`config.mk`:
```
export PLATFORM = sky130hd
export DESIGN_NAME = dac_ctl
export DESIGN_NICKNAME = d
export VERILOG_FILES = /design/src/rtl/clock_pkg.sv /design/src/rtl/dac_ctl_spi_tx.sv /design/src/rtl/dac_ctl.sv
export SDC_FILE = /design/constraint.sdc
export NUM_CORES = 1
export LEC_CHECK = 0
export ABC_AREA = 0
export BUFFER_PORTS_ARGS = -buffer_cell sky130_fd_sc_hd__buf_2
export CORE_MARGIN = 2
export CORE_UTILIZATION = 40
export CTS_CLUSTER_SIZE = 12
export DETAILED_ROUTE_END_ITERATION = 8
export SLEW_MARGIN = 0
export SYNTH_ARGS = -nofsm -noshare
export SYNTH_HDL_FRONTEND = slang
export SYNTH_SLANG_ARGS = --single-unit
```
`constraint.sdc`:
```
create_clock -name clk -period 5.3 [get_ports clk]
set_input_delay 0.53 -clock clk [delete_from_list [all_inputs] [get_ports clk]]
set_output_delay 0.53 -clock clk [all_outputs]
set_load 0.03 [all_outputs]
```
`src/rtl/clock_pkg.sv`:
```
// Shared clocking-subsystem definitions: DAC controller state encoding and default word width.
package clock_pkg;

   // Frame sequencer states for the OCXO tuning DAC controller.
   typedef enum logic [2:0] {
      DAC_IDLE,
      DAC_SETUP,
      DAC_SHIFT,
      DAC_GAP,
      DAC_LDAC
   } dac_state_t;

   localparam int unsigned DAC_W_DEF = 16;

endpackage

```
`src/rtl/dac_ctl_spi_tx.sv`:
```
// spi_tx_shift: parallel-load shift register plus SCLK phase generator for one SPI write frame.
// The phase timing (when to toggle) comes from the parent as single-cycle strobes; this block
// owns the data/clock pins and the bit count, and can be cleared at any point (end or abort).
module spi_tx_shift
   import clock_pkg::*;
#(
   parameter int unsigned DATA_W = DAC_W_DEF
) (
   input  logic              clk,
   input  logic              rst_n,
   input  logic              load,   // capture data, SCLK low, MSB on SDI
   input  logic [DATA_W-1:0] data,
   input  logic              start,  // end of setup phase: first SCLK rise
   input  logic              step,   // end of an SCLK phase: toggle, shift on the fall
   input  logic              clear,  // end of frame or abort: pins back to idle
   output logic              sclk,
   output logic              sdi,
   output logic              done    // all bits clocked out, in the final low phase
);

   localparam int unsigned BIT_W = $clog2(DATA_W + 1);

   logic [DATA_W-1:0] sh_q;
   logic              sclk_q;
   logic              act_q;
   logic [BIT_W-1:0]  bit_q;

   // Shift register, SCLK level and bit counter; clear wins over any coincident step.
   always_ff @(posedge clk or negedge rst_n) begin
      if (!rst_n) begin
         sh_q   <= '0;
         sclk_q <= 1'b0;
         act_q  <= 1'b0;
         bit_q  <= '0;
      end else if (load) begin
         sh_q   <= data;
         sclk_q <= 1'b0;
         act_q  <= 1'b1;
         bit_q  <= '0;
      end else if (clear) begin
         sh_q   <= '0;
         sclk_q <= 1'b0;
         act_q  <= 1'b0;
         bit_q  <= '0;
      end else if (start) begin
         sclk_q <= 1'b1;
      end else if (step) begin
         if (sclk_q) begin
            // Falling edge: present the next bit; the DAC sampled the current one on the rise.
            sclk_q <= 1'b0;
            sh_q   <= {sh_q[DATA_W-2:0], 1'b0};
            if (bit_q != BIT_W'(DATA_W)) begin
               bit_q <= bit_q + BIT_W'(1);
            end
         end else begin
            sclk_q <= 1'b1;
         end
      end
   end

   // Pin and status decode from the registered state.
   always_comb begin
      sclk = sclk_q;
      sdi  = act_q & sh_q[DATA_W-1];
      done = (bit_q == BIT_W'(DATA_W));
   end

endmodule

```
`src/rtl/dac_ctl.sv`:
```
// dac_ctl: SPI write controller for the 16-bit OCXO tuning DAC (write-only, MSB first).
// Accepts tuning words on a valid/ready handshake and replays the last word whenever the DAC
// pins come back from tristate or a frame was cut short.
// Build option: define DAC_LDAC_EN to drive an LDAC strobe after each frame; otherwise
// dac_ldac_n is tied low and the DAC updates on the chip-select rising edge.
module dac_ctl
   import clock_pkg::*;
#(
   parameter int unsigned DATA_W  = DAC_W_DEF,
   parameter int unsigned CLK_DIV = 2
) (
   input  logic              clk,
   input  logic              rst_n,
   input  logic              dac_ena,
   input  logic              dac_tri,
   input  logic              val_valid,
   input  logic [DATA_W-1:0] val_data,
   output logic              val_ready,
   output logic [DATA_W-1:0] last_data,
   output logic              busy,
   output logic              dac_cs_n,
   output logic              dac_sclk,
   output logic              dac_sdi,
   output logic              dac_ldac_n,
   output logic              dac_t
);

   localparam int unsigned PH_W = $clog2(CLK_DIV + 1);

   dac_state_t        state_q, state_d;
   logic [PH_W-1:0]   phase_q;
   logic              phase_end;
   logic              run_q;
   logic              dac_t_q;
   logic              cs_n_q, cs_n_d;
   logic              restore_pend_q;
   logic              have_data_q;
   logic [DATA_W-1:0] last_data_q;

   logic              drive_ok;
   logic              accept;
   logic              start_restore;
   logic              abort;
   logic              sh_load, sh_start, sh_step, sh_clear, sh_done;
   logic [DATA_W-1:0] sh_data;

`ifdef DAC_LDAC_EN
   logic              half_q, half_d;
   logic              ldac_n_q, ldac_n_d;
`endif

   // Handshake and frame-start decode; run_q keeps ready low while in reset.
   always_comb begin
      drive_ok      = dac_ena & ~dac_tri;
      val_ready     = run_q & (state_q == DAC_IDLE) & drive_ok & ~restore_pend_q;
      accept        = val_valid & val_ready;
      start_restore = run_q & (state_q == DAC_IDLE) & drive_ok & restore_pend_q;
      abort         = (state_q != DAC_IDLE) & ~drive_ok;
      phase_end     = (phase_q == PH_W'(CLK_DIV - 1));
      sh_data       = start_restore ? last_data_q : val_data;
   end

   // Next-state and shift-register control.
   always_comb begin
      state_d  = state_q;
      sh_load  = 1'b0;
      sh_start = 1'b0;
      sh_step  = 1'b0;
      sh_clear = 1'b0;
      if (abort) begin
         state_d  = DAC_IDLE;
         sh_clear = 1'b1;
      end else begin
         unique case (state_q)
            DAC_IDLE: begin
               if (start_restore || accept) begin
                  state_d = DAC_SETUP;
                  sh_load = 1'b1;
               end
            end
            DAC_SETUP: begin
               if (phase_end) begin
                  state_d  = DAC_SHIFT;
                  sh_start = 1'b1;
               end
            end
            DAC_SHIFT: begin
               if (phase_end) begin
                  if (sh_done) begin
                     state_d  = DAC_GAP;
                     sh_clear = 1'b1;
                  end else begin
                     sh_step = 1'b1;
                  end
               end
            end
            DAC_GAP: begin
               if (phase_end) begin
`ifdef DAC_LDAC_EN
                  state_d = DAC_LDAC;
`else
                  state_d = DAC_IDLE;
`endif
               end
            end
`ifdef DAC_LDAC_EN
            DAC_LDAC: begin
               if (phase_end && half_q) begin
                  state_d = DAC_IDLE;
               end
            end
`endif
            default: state_d = DAC_IDLE;
         endcase
      end
      cs_n_d = ~((state_d == DAC_SETUP) || (state_d == DAC_SHIFT));
   end

`ifdef DAC_LDAC_EN
   // LDAC: low for the first phase, high for the second; any exit from LDAC releases it.
   always_comb begin
      half_d   = (state_q == DAC_LDAC) ? (half_q | phase_end) : 1'b0;
      ldac_n_d = ~((state_d == DAC_LDAC) && !half_d);
   end

   // LDAC phase flag and strobe register.
   always_ff @(posedge clk or negedge rst_n) begin
      if (!rst_n) begin
         half_q   <= 1'b0;
         ldac_n_q <= 1'b1;
      end else begin
         half_q   <= half_d;
         ldac_n_q <= ldac_n_d;
      end
   end

   assign dac_ldac_n = ldac_n_q;
`else
   assign dac_ldac_n = 1'b0;
`endif

   // State, chip select, pad tristate and run flag.
   always_ff @(posedge clk or negedge rst_n) begin
      if (!rst_n) begin
         state_q <= DAC_IDLE;
         cs_n_q  <= 1'b1;
         dac_t_q <= 1'b1;
         run_q   <= 1'b0;
      end else begin
         state_q <= state_d;
         cs_n_q  <= cs_n_d;
         dac_t_q <= dac_tri;
         run_q   <= 1'b1;
      end
   end

   // Phase counter: restarts on every state change and at each phase boundary.
   always_ff @(posedge clk or negedge rst_n) begin
      if (!rst_n) begin
         phase_q <= '0;
      end else if ((state_q == DAC_IDLE) || (state_d != state_q) || phase_end) begin
         phase_q <= '0;
      end else begin
         phase_q <= phase_q + PH_W'(1);
      end
   end

   // Last word, and the replay request owed whenever the pins were not drivable.
   always_ff @(posedge clk or negedge rst_n) begin
      if (!rst_n) begin
         last_data_q    <= '0;
         have_data_q    <= 1'b0;
         restore_pend_q <= 1'b0;
      end else begin
         if (accept) begin
            last_data_q <= val_data;
            have_data_q <= 1'b1;
         end
         // Requesting while undrivable makes the replay start on the first drivable cycle.
         if (start_restore) begin
            restore_pend_q <= 1'b0;
         end else if (!drive_ok && have_data_q) begin
            restore_pend_q <= 1'b1;
         end
      end
   end

   spi_tx_shift #(
      .DATA_W (DATA_W)
   ) u_spi_tx_shift (
      .clk   (clk),
      .rst_n (rst_n),
      .load  (sh_load),
      .data  (sh_data),
      .start (sh_start),
      .step  (sh_step),
      .clear (sh_clear),
      .sclk  (dac_sclk),
      .sdi   (dac_sdi),
      .done  (sh_done)
   );

   assign last_data = last_data_q;
   assign busy      = (state_q != DAC_IDLE);
   assign dac_cs_n  = cs_n_q;
   assign dac_t     = dac_t_q;

endmodule

```
==> flow_metrics.env <==
export IMPL_status="finished, final reports clean"
export IMPL_cap_violations=0
export IMPL_met2_wirelength_mm=2.68
export IMPL_p_leak_nw=1.41
export IMPL_fp_dieArea_mm2=0.00719
export IMPL_synth_seq_area_share=0.471
export IMPL_die_y_um=84.8
export IMPL_endpoint_kind="flip-flop"
export IMPL_topRoutingLayerUsed="met4"
export IMPL_slowest_stage="a311oi_4"
export IMPL_path_clk_slew_ns=0.09
export IMPL_totalWireLength_mm=5.45
export IMPL_min_path_type="in -> async"
export IMPL_setup_viol=0
export IMPL_cp_max_fo=18
export IMPL_fin_hold_ws_ns=0.329
export IMPL_cts_sinks=49
export IMPL_first_pass_iters=4
export IMPL_final_cells=330
export IMPL_grt_pass1_wl_mm=9.16
export IMPL_path_buf_inv=0
export IMPL_skew_ns=0.00698
export IMPL_hold_buffers=0
export IMPL_core_area_mm2=0.00631
export IMPL_viasPerCell=5.70
export IMPL_setup_tns_final_ns=0
export IMPL_criticalPathCategory="reg -> reg"
export IMPL_clock_latency_ns=0.29
export IMPL_synth_area_top_cells="dfrtp_1 (45%), o32a_1 (5.7%), o211a_1 (5.4%)"
export IMPL_drt_initial_drc_count=80
export IMPL_nets=277
export IMPL_asyncSetResetFlopFracSynth=1.00
export IMPL_fin_ws_ns=2.80
export IMPL_synth_main_ff_cell="dfrtp_1"
export IMPL_ys_warnings_count=0
export IMPL_dr_total_vias=1881
export IMPL_final_area_mm2=0.00289
export IMPL_p_per_area_mw_per_mm2=340
export IMPL_fin_crit_ns=2.50
export IMPL_slew_viol_final=0
export IMPL_post_synth_top_area_fraction=0.450
export IMPL_max_freq_mhz=399
export IMPL_preCtsSetupSlack_ns=2.60
export IMPL_numCtsBuffers=5
export IMPL_grt_pass1_vias=1916
export IMPL_worstPathArrival_ns=2.73
export IMPL_synth_edf_count=0
export IMPL_rows=29
export IMPL_worstMarginPinSlew_ns=1.11
export IMPL_cp_required_ns=5.53
export IMPL_synth_cells=220
export IMPL_crit_family="compound AO/OA/AOI/OAI gates"
export IMPL_placedCellCount=323
export IMPL_ys_ff_latch=49
export IMPL_synth_area_mm2=0.00261
export IMPL_ir_drop_mv=0.166
export IMPL_rsz0062_at_grt="no"
export IMPL_cts_tree="yes"
export IMPL_grt_max_degree=50
export IMPL_antenna_found_initial=0
export IMPL_syn_area_per_cell_um2=11.9
export IMPL_layout_drive_gt1_share=0.312
export IMPL_track_usage=0.157
export IMPL_drc=0
export IMPL_post_dp_hpwl_mm=3.55
export IMPL_total_power_mw=0.984
export IMPL_synth_most_common_cell="dfrtp_1"
export IMPL_clock_path_buffers=2
export IMPL_worstSetupStartpointType="flip-flop"
export IMPL_cts_setup_buffers=0
export IMPL_areaGrowthSynthToFinish_pct=10.8
export IMPL_finalHoldViolations=0
export IMPL_critPathMaxStageDelay_ns=0.81
export IMPL_placed_area_mm2=0.00281
export IMPL_synthDistinctLibCells=50
export IMPL_dr_wl_met3_um=223
export IMPL_ys_top_cells_by_count="dfrtp_1 (47), nor2_1 (20), a22oi_1 (16)"
export IMPL_cts_resized=0
export IMPL_met1_length_mm=2.52
export IMPL_overflow=0
export IMPL_initial_core_util=0.414
export IMPL_boundaryPins=44
export IMPL_synth_top_area_cell="dfrtp_1"
export IMPL_fin_crit_sh=0.473
export IMPL_cts_root_buf="clkbuf_8"
export IMPL_cp_cell_sequence="ha_1, nor4bb_2, a21bo_1, a311oi_4, o32a_1"
export IMPL_num_antenna_cells=0
export IMPL_io_buffers=42
export IMPL_wire_per_inst_um=16.5
export IMPL_postRouteAntennaNets=0
export IMPL_relSlewSlack=0.256
export IMPL_die_w_um=84.8
export IMPL_cts_max_level=2
export IMPL_final_core_util=0.458
export IMPL_gp_congestion=0.762
==> state kept, by name (all words and copies together), names as in the netlist, 2 cells and up <==
register              flops
u_spi_tx_shift.sh_q      16
phase_q                   2
u_spi_tx_shift.bit_q      5
state_q                   3
last_data                16
==> final timing paths <==
| check | slack (ns) | start | to | cells past startpoint |
|---|---|---|---|---|
| min in group clk | 0.35 | dac_tri | dac_t | 1 |
| max in group asynchronous | 4.54 | rst_n | last_data[14] | 2 |
| worst max-delay path | 2.80 | phase_q[0] | u_spi_tx_shift.sh_q[5] | 5 |
| worst max register to register | 2.80 | phase_q[0] | u_spi_tx_shift.sh_q[5] | 5 |
| worst min register to register | 0.45 | phase_q[0] | phase_q[0] | 1 |
| worst min-delay path | 0.33 | rst_n | u_spi_tx_shift.bit_q[3] | 2 |
==> layout make-up <==
type / count / area (um2)
Inverter: 7 / 26.3
Tap cell: 77 / 96.3
Multi-Input combinational cell: 147 / 1240
Timing Repair Buffer: 43 / 218
Clock buffer: 7 / 86.3
Fill cell: 601 / 3420
Sequential cell: 49 / 1230
==> power by group <==
part / leakage, nW / switching [mW] / internal, mW
clock: 0.0443 / 0.119 / 0.104
sequential: 0.622 / 0.0522 / 0.438
combinational: 0.744 / 0.152 / 0.119
==> metal layers <==
layer | vias to the layer above | track usage
li1 | 901 | -
met1 | 937 | 0.211
met2 | 41 | 0.268
met3 | 2 | 0.0275
met4 | 0 | 0.0346
met5 | - | 0
==> placed cells by master, fill, tap and decap left out, drive strengths merged, types with 4 or more instances in the layout <==
cell,count
o21ai,4
clkbuf,7
a22oi,17
nand2,4
o32a,15
dfrtp,47
inv,7
o211a,14
nand3,4
buf,43
mux2,17
nor2,21
a31oi,6
==> logic make-up (layout without fill, tap and decap cells) <==
logic type	count (synthesis)	after routing	share of synthesized area
muxes	17	17	0.0862
other	2	3	0.00288
AOI/OAI and AO/OA	71	71	0.237
buffers and inverters	25	57	0.0565
adders and majority gates	3	3	0.0144
DFF	49	49	0.471
and+or+nand+nor	52	52	0.129
xor gates and xnor gates	1	1	0.00335
==> worst register-to-register path, cell delays in order (launching register included) <==
cell and delay (ns):
dfrtp_1 0.39, ha_1 0.30, nor4bb_2 0.22, a21bo_1 0.42
a311oi_4 0.81, o32a_1 0.29
Note: power is estimated with default switching activity, not from simulation.
